$ cat src/rtl/complex_type.sv
// Shared Q16.16 complex sample type and bit-reverse helper for the FFT datapath.
package complex_type;

   localparam int unsigned DATA_WIDTH = 32;

   typedef struct packed {
      logic signed [DATA_WIDTH-1:0] re;
      logic signed [DATA_WIDTH-1:0] im;
   } Complex;

   // Reverse the low 'width' bits of 'index'; bits above 'width' are ignored.
   function automatic int unsigned bitrev(input int unsigned index, input int unsigned width);
      int unsigned res;
      res = 0;
      for (int unsigned i = 0; i < 32; i++) begin
         if (i < width) begin
            res = (res << 1) | ((index >> i) & 32'd1);
         end
      end
      return res;
   endfunction

endpackage

$ cat src/rtl/fft_bitrev_reorder_if.sv
// Input and output streams of the bit-reverse reorder stage.
interface fft_bitrev_reorder_if #(
   parameter int unsigned N_POINTS = 8
);
   import complex_type::*;

   localparam int unsigned IdxW = $clog2(N_POINTS);

   logic                    in_valid;
   logic                    in_ready;
   logic [2*DATA_WIDTH-1:0] in_data;
   logic                    out_valid;
   logic                    out_ready;
   logic [2*DATA_WIDTH-1:0] out_data;
   logic [IdxW-1:0]         out_index;
   logic                    out_last;

   modport master (
      output in_valid, in_data, out_ready,
      input  in_ready, out_valid, out_data, out_index, out_last
   );

   modport slave (
      input  in_valid, in_data, out_ready,
      output in_ready, out_valid, out_data, out_index, out_last
   );

endinterface

$ cat src/rtl/fft_frame_bank.sv
// One N-point frame buffer: a single write port and a combinational read port.
module fft_frame_bank
   import complex_type::*;
#(
   parameter int unsigned N_POINTS = 8
) (
   input  logic                        clk,
   input  logic                        we,
   input  logic [$clog2(N_POINTS)-1:0] waddr,
   input  Complex                      wdata,
   input  logic [$clog2(N_POINTS)-1:0] raddr,
   output Complex                      rdata
);

   Complex mem [N_POINTS];

   always_ff @(posedge clk) begin
      if (we) begin
         mem[waddr] <= wdata;
      end
   end

   assign rdata = mem[raddr];

endmodule

$ cat src/rtl/fft_bitrev_reorder.sv
// Ping-pong reorder of bit-reversed FFT frames into natural order.
// Optional 1/N output scaling is enabled with FFT_REORDER_SCALE_EN.
module fft_bitrev_reorder
   import complex_type::*;
#(
   parameter int unsigned N_POINTS = 8
) (
   input logic                clk,
   input logic                rst,
   fft_bitrev_reorder_if.slave bus
);

   localparam int unsigned     IdxW    = $clog2(N_POINTS);
   localparam logic [IdxW-1:0] LastIdx = IdxW'(N_POINTS - 1);

   localparam logic [0:0] StIdle   = 1'b0;
   localparam logic [0:0] StStream = 1'b1;

   logic [0:0]      state_q, state_d;
   logic [1:0]      full_q, full_d;
   logic            wr_bank_q;
   logic            rd_bank_q, rd_bank_d;
   logic [IdxW-1:0] wr_cnt_q;
   logic [IdxW-1:0] rd_cnt_q, rd_cnt_d;

   logic            out_valid_q, out_valid_d;
   Complex          out_data_q;
   logic [IdxW-1:0] out_index_q;
   logic            out_last_q;

   logic            in_ready;
   logic            in_fire, out_fire;
   logic            wr_done, rd_done;
   logic            load, rd_sel;
   logic [IdxW-1:0] wr_addr, rd_addr;
   logic [1:0]      bank_we;
   Complex          in_sample, rdata0, rdata1, rd_sample, scaled;

   // Write side
   assign in_ready  = ~full_q[wr_bank_q];
   assign in_fire   = bus.in_valid & in_ready;
   assign wr_done   = in_fire && (wr_cnt_q == LastIdx);
   assign wr_addr   = IdxW'(bitrev(32'(wr_cnt_q), IdxW));
   assign in_sample = bus.in_data;
   assign bank_we   = {in_fire & wr_bank_q, in_fire & ~wr_bank_q};

   always_ff @(posedge clk or posedge rst) begin
      if (rst) begin
         wr_cnt_q  <= '0;
         wr_bank_q <= 1'b0;
      end else if (in_fire) begin
         wr_cnt_q <= wr_done ? '0 : wr_cnt_q + 1'b1;
         if (wr_done) begin
            wr_bank_q <= ~wr_bank_q;
         end
      end
   end

   fft_frame_bank #(
      .N_POINTS (N_POINTS)
   ) u_bank0 (
      .clk   (clk),
      .we    (bank_we[0]),
      .waddr (wr_addr),
      .wdata (in_sample),
      .raddr (rd_addr),
      .rdata (rdata0)
   );

   fft_frame_bank #(
      .N_POINTS (N_POINTS)
   ) u_bank1 (
      .clk   (clk),
      .we    (bank_we[1]),
      .waddr (wr_addr),
      .wdata (in_sample),
      .raddr (rd_addr),
      .rdata (rdata1)
   );

   assign rd_sample = rd_sel ? rdata1 : rdata0;

`ifdef FFT_REORDER_SCALE_EN
   always_comb begin
      scaled    = rd_sample;
      scaled.re = $signed(rd_sample.re) >>> IdxW;
      scaled.im = $signed(rd_sample.im) >>> IdxW;
   end
`else
   assign scaled = rd_sample;
`endif

   // Read side. A frame completing this cycle is picked up directly from wr_done so the
   // first output appears one cycle after the last input and frames chain without a bubble.
   assign out_fire = out_valid_q & bus.out_ready;

   always_comb begin
      state_d     = state_q;
      rd_bank_d   = rd_bank_q;
      rd_cnt_d    = rd_cnt_q;
      out_valid_d = out_valid_q;
      rd_sel      = rd_bank_q;
      rd_addr     = '0;
      load        = 1'b0;
      rd_done     = 1'b0;
      case (state_q)
         StIdle: begin
            if (full_q[rd_bank_q] || (wr_done && (wr_bank_q == rd_bank_q))) begin
               load        = 1'b1;
               out_valid_d = 1'b1;
               rd_cnt_d    = '0;
               state_d     = StStream;
            end
         end
         StStream: begin
            if (out_fire) begin
               if (rd_cnt_q == LastIdx) begin
                  rd_done   = 1'b1;
                  rd_bank_d = ~rd_bank_q;
                  rd_cnt_d  = '0;
                  if (full_q[~rd_bank_q] || (wr_done && (wr_bank_q != rd_bank_q))) begin
                     load   = 1'b1;
                     rd_sel = ~rd_bank_q;
                  end else begin
                     out_valid_d = 1'b0;
                     state_d     = StIdle;
                  end
               end else begin
                  rd_cnt_d = rd_cnt_q + 1'b1;
                  rd_addr  = rd_cnt_q + 1'b1;
                  load     = 1'b1;
               end
            end
         end
         default: state_d = StIdle;
      endcase
   end

   // The drained and the filled bank are always different, so both updates apply.
   always_comb begin
      full_d = full_q;
      if (rd_done) begin
         full_d[rd_bank_q] = 1'b0;
      end
      if (wr_done) begin
         full_d[wr_bank_q] = 1'b1;
      end
   end

   always_ff @(posedge clk or posedge rst) begin
      if (rst) begin
         state_q   <= StIdle;
         full_q    <= '0;
         rd_bank_q <= 1'b0;
         rd_cnt_q  <= '0;
      end else begin
         state_q   <= state_d;
         full_q    <= full_d;
         rd_bank_q <= rd_bank_d;
         rd_cnt_q  <= rd_cnt_d;
      end
   end

   always_ff @(posedge clk or posedge rst) begin
      if (rst) begin
         out_valid_q <= 1'b0;
         out_data_q  <= '0;
         out_index_q <= '0;
         out_last_q  <= 1'b0;
      end else begin
         out_valid_q <= out_valid_d;
         if (load) begin
            out_data_q  <= scaled;
            out_index_q <= rd_addr;
            out_last_q  <= (rd_addr == LastIdx);
         end
      end
   end

   assign bus.in_ready  = in_ready;
   assign bus.out_valid = out_valid_q;
   assign bus.out_data  = out_data_q;
   assign bus.out_index = out_index_q;
   assign bus.out_last  = out_last_q;

   hold_while_stalled: assert property (@(posedge clk) disable iff (rst)
      (out_valid_q && !bus.out_ready) |=> (out_valid_q && $stable(out_data_q)
                                            && $stable(out_index_q)));

   distinct_banks: assert property (@(posedge clk) disable iff (rst)
      !(rd_done && wr_done && (rd_bank_q == wr_bank_q)));

endmodule
$ cat src/flat_wrapper.sv
// flat-port wrapper written by rule: the top's interface ports become plain ports
module fft_bitrev_reorder_flat import complex_type::*;
#(
   parameter int unsigned N_POINTS = 8
)
  (clk, rst, bus_in_valid, bus_in_data, bus_out_ready, bus_in_ready, bus_out_valid, bus_out_data, bus_out_index, bus_out_last);
  fft_bitrev_reorder_if #(.N_POINTS(N_POINTS)) bus_i ();
  input logic clk;
  input logic rst;
  input wire logic [$bits(bus_i.in_valid)-1:0] bus_in_valid;
  input wire logic [$bits(bus_i.in_data)-1:0] bus_in_data;
  input wire logic [$bits(bus_i.out_ready)-1:0] bus_out_ready;
  output wire logic [$bits(bus_i.in_ready)-1:0] bus_in_ready;
  output wire logic [$bits(bus_i.out_valid)-1:0] bus_out_valid;
  output wire logic [$bits(bus_i.out_data)-1:0] bus_out_data;
  output wire logic [$bits(bus_i.out_index)-1:0] bus_out_index;
  output wire logic [$bits(bus_i.out_last)-1:0] bus_out_last;
  assign bus_i.in_valid = bus_in_valid;
  assign bus_i.in_data = bus_in_data;
  assign bus_i.out_ready = bus_out_ready;
  assign bus_in_ready = bus_i.in_ready;
  assign bus_out_valid = bus_i.out_valid;
  assign bus_out_data = bus_i.out_data;
  assign bus_out_index = bus_i.out_index;
  assign bus_out_last = bus_i.out_last;
  fft_bitrev_reorder #(.N_POINTS(N_POINTS)) u_core (.clk(clk), .rst(rst), .bus(bus_i));
endmodule
$ cat config.mk
export PLATFORM = sky130hd
export DESIGN_NAME = fft_bitrev_reorder_flat
export DESIGN_NICKNAME = d
export VERILOG_FILES = /design/src/rtl/complex_type.sv /design/src/rtl/fft_bitrev_reorder_if.sv /design/src/rtl/fft_frame_bank.sv /design/src/rtl/fft_bitrev_reorder.sv /design/src/flat_wrapper.sv
export SDC_FILE = /design/constraint.sdc
export NUM_CORES = 2
export LEC_CHECK = 0
export ABC_AREA = 0
export CAP_MARGIN = 20
export CORE_MARGIN = 2
export CORE_UTILIZATION = 34
export CTS_CLUSTER_SIZE = 10
export DETAILED_ROUTE_END_ITERATION = 7
export DONT_BUFFER_PORTS = 1
export PLACE_DENSITY = 0.51
export SYNTH_ARGS = -nofsm -noshare
export SYNTH_HDL_FRONTEND = slang
export SYNTH_SLANG_ARGS = --single-unit
$ cat constraint.sdc
create_clock -name clk -period 14.2 [get_ports clk]
set_input_delay 2.84 -clock clk [delete_from_list [all_inputs] [get_ports clk]]
set_output_delay 2.84 -clock clk [all_outputs]
set_load 0.01 [all_outputs]
==> results.cfg <==
[global_routing]
grt_pass1_wl_mm = 179
grt_usage_pct = 18.5
antenna_found_initial = 3
grt_pass1_vias = 26000
overflow = 0
grt_max_degree = 84

[clock_tree]
hold_buffers = 0
htreeDepth = 4
cts_tree = yes
cts_sinks = 1104
cts_max_path_buffers = 3
clock_latency_ps = 740
cts_buffers = 130
cts_resized = 0
cts.clk_slew.worst_paths_ps = 50
root_buffer = clkbuf_16
cts_setup_buffers = 0

[synthesis]
ys.flop_type = edfxtp_1
synth_compound_area_share_pct = 11.6
ys_seq_elements = 1104
synthXorXnorAreaFrac_pct = 0.0200
ys_types = 53
synthCells = 2728
avgSynthCellArea_um2 = 16.1
ys_async_sr_fraction_pct = 7.25
synth.area.mux_share_pct = 3.38
syn-cell-area_um2 = 43900
synth-simple-area-share_pct = 7.73
synth_top_family_by_area = compound AO/OA/AOI/OAI gates
synth_top_area_share_pct = 70.1
synth_edf_count = 1024
yosysTopAreaCell = edfxtp_1
yosysWarnings = 0
syn-num-nets = 2804
synthTopCellsByArea = edfxtp_1 (70%), dfrtp_1 (4.6%), mux4_2 (3.3%)
synth_fa_ha_area_share_pct = 0.228
seq_area_frac_synth_pct = 74.6

[setup_path]
worstPathMaxFanout = 72
slowest_stage = buf_4
critPathTopFamily = buffers and inverters
required_ps = 14820
cp_common_cell = buf_4
criticalPathCategory = in2reg
path_buf_inv = 2
crit_path_cell_trace = and4_4, buf_4, buf_4, mux4_2, a22o_1, a221o_1
critPathMaxStageDelay_ps = 830
arrival_ps = 6190
start_kind = primary input
end_kind = register

[floorplan]
core_area_um2 = 128000
initial_core_util_pct = 34.3
pin_count = 138
fp.dieH_um = 363
die_x_um = 363
core.rowCount = 131
dieArea_um2 = 132000

[timing]
clock.fmax_ghz = 0.179
hold_violations = 0
rsz0062_at_grt = false
finalCritPeriodShare_pct = 39.2
relSlewSlack_pct = 24.9
worst_slew_pin_slew_ps = 1130
drv_slew = 0
fin_crit_ps = 5570
whs_ps = 566
final-setup-viol-count = 0
finalClockSkew_ps = 17.4
setup_tns_ps = 0

[power]
p_total_mw = 9.97
power_density_nw_per_um2 = 202
p_sw_share_pct = 33.5
p_int_mw = 6.62
p_switching_mw = 3.34
power.share.sequential_pct = 41.5
comb_power_share_pct = 28.1
ir_worst_vdd_v = 0.000141
p_leak_nw = 15.8
p_clk_share_pct = 30.5

[detailed_routing]
wire_per_inst_um = 27.8
viasPerCell = 5.78
wl_mm = 123
drtIter0Drc = 2399
vias = 25600
postRouteAntennaNets = 0
drc = 0
firstDrtPassIters = 5

[cells_and_area]
fin_util_pct = 38.7
finalNonFillerCells = 4433
nNetsFinal = 2756
drive_above_1_share_pct = 12.3
area_growth_pct = 12.7

[place]
place_hpwl_mm = 61.5
gp_congestion = 0.719
portBuffers = 0
place_inst = 4209

[hold_path]
hold_path.class = reg2reg

[run]
drv_cap = 0

[status]
outcome = finished, final reports clean
## placed cells by master (no fill, tap or decap), drive strengths merged, types with 60 or more instances in the layout
| master | n |
|---|---|
| a31oi | 67 |
| buf | 60 |
| nor3 | 103 |
| clkbuf | 210 |
| and3 | 66 |
| nand2 | 242 |
| a221o | 65 |
| dfrtp | 80 |
| nor3b | 63 |
| mux4 | 64 |
| a21oi | 97 |
| edfxtp | 1024 |
| a211oi | 64 |
| a2bb2oi | 62 |
## cell families after synthesis
group	Yosys count
XOR/XNOR	1
AO/OA/AOI/OAI	667
multiplexers	68
flip-flops	1104
buffers and inverters	248
adder cells (fa/ha/maj)	8
AND/OR/NAND/NOR	632
## through the flow
stage / instance area [um^2] / setup WS, ps
3_3_place_gp: 45600 / 7910
3_5_place_dp: 45600 / 7890
5_1_grt: 49500 / 8400
6_report: 49500 / 8630
4_1_cts: 49400 / 8650
2_1_floorplan: 43900 / 5970
## final timing paths
kind / cells after the start / endpoint / slack, ps / from
worst max-delay path: 6 / u_core.bus.out_data[16] / 8630 / bus_out_ready
worst min-delay path: 2 / u_core.rd_cnt_q[1] / 570 / u_core.rd_cnt_q[1]
worst max register to register: 8 / u_core.bus.out_data[11] / 8750 / u_core.rd_cnt_q[0]
worst min register to register: 2 / u_core.rd_cnt_q[1] / 570 / u_core.rd_cnt_q[1]
max in group asynchronous: 2 / u_core.rd_cnt_q[0] / 10730 / rst
min in group asynchronous: 1 / u_core.bus.out_data[52] / 2060 / rst
## final cells by class
cell class                      count  area, um^2
Antenna cell                        1        2.50
Multi-Input combinational cell   1376       10300
Inverter                            8        33.8
Sequential cell                  1104       32800
Clock inverter                     12         149
Tap cell                         1662        2080
Clock buffer                      210        3670
Fill cell                       11600       78400
Timing Repair Buffer               60         494
## flip-flops by register name (all words and copies together), names as in the netlist
register	flops
u_core.wr_bank_q	1
u_core.bus.out_last	1
u_core.wr_cnt_q	3
u_core.rd_bank_q	1
u_core.state_q	1
u_core.bus.out_index	3
u_core.u_bank0.mem	512
u_core.u_bank1.mem	512
u_core.bus.out_valid	1
u_core.rd_cnt_q	3
u_core.full_q	2
u_core.bus.out_data	64
## power by group through the flow
stage | Combinational, mW | Sequential, mW | Clock (mW)
after CTS | 2.81 | 4.14 | 3.10
after floorplan | 1.95 | 4.09 | 0
after detailed placement | 2.80 | 4.21 | 0
after global routing | 3.00 | 4.16 | 3.23
final | 2.80 | 4.13 | 3.04
after global placement | 2.75 | 4.20 | 0
## synthesized netlist by cell type, types with 34 or more instances
| cell | count |
|---|---|
| edfxtp_1 | 1024 |
| nand2_1 | 242 |
| clkbuf_1 | 167 |
| nor3_1 | 103 |
| a21oi_1 | 96 |
| dfrtp_1 | 80 |
| a31oi_1 | 67 |
| and3_1 | 66 |
| a221o_1 | 65 |
| a211oi_1 | 64 |
| mux4_2 | 64 |
| nor3b_1 | 63 |
| a2bb2oi_1 | 62 |
| buf_2 | 45 |
| o21ai_0 | 42 |
| o31ai_1 | 34 |
| or3_1 | 34 |
## tightest hold or removal path, stage by stage, from the launching register on
cell     delay (ps)
dfrtp_1         380
inv_1            50
o21ai_0          80
## metal layers
| layer | vias to the layer above | track usage [%] | part of all wire (%) |
|---|---|---|---|
| met5 | - | 0 | 0.011 |
| met2 | 913 | 30.5 | 48 |
| li1 | 10900 | - | - |
| met4 | 2 | 5.30 | 2.0 |
| met1 | 13600 | 24.5 | 43 |
| met3 | 172 | 4.00 | 7.1 |
Power figures use the tool's default switching activity.
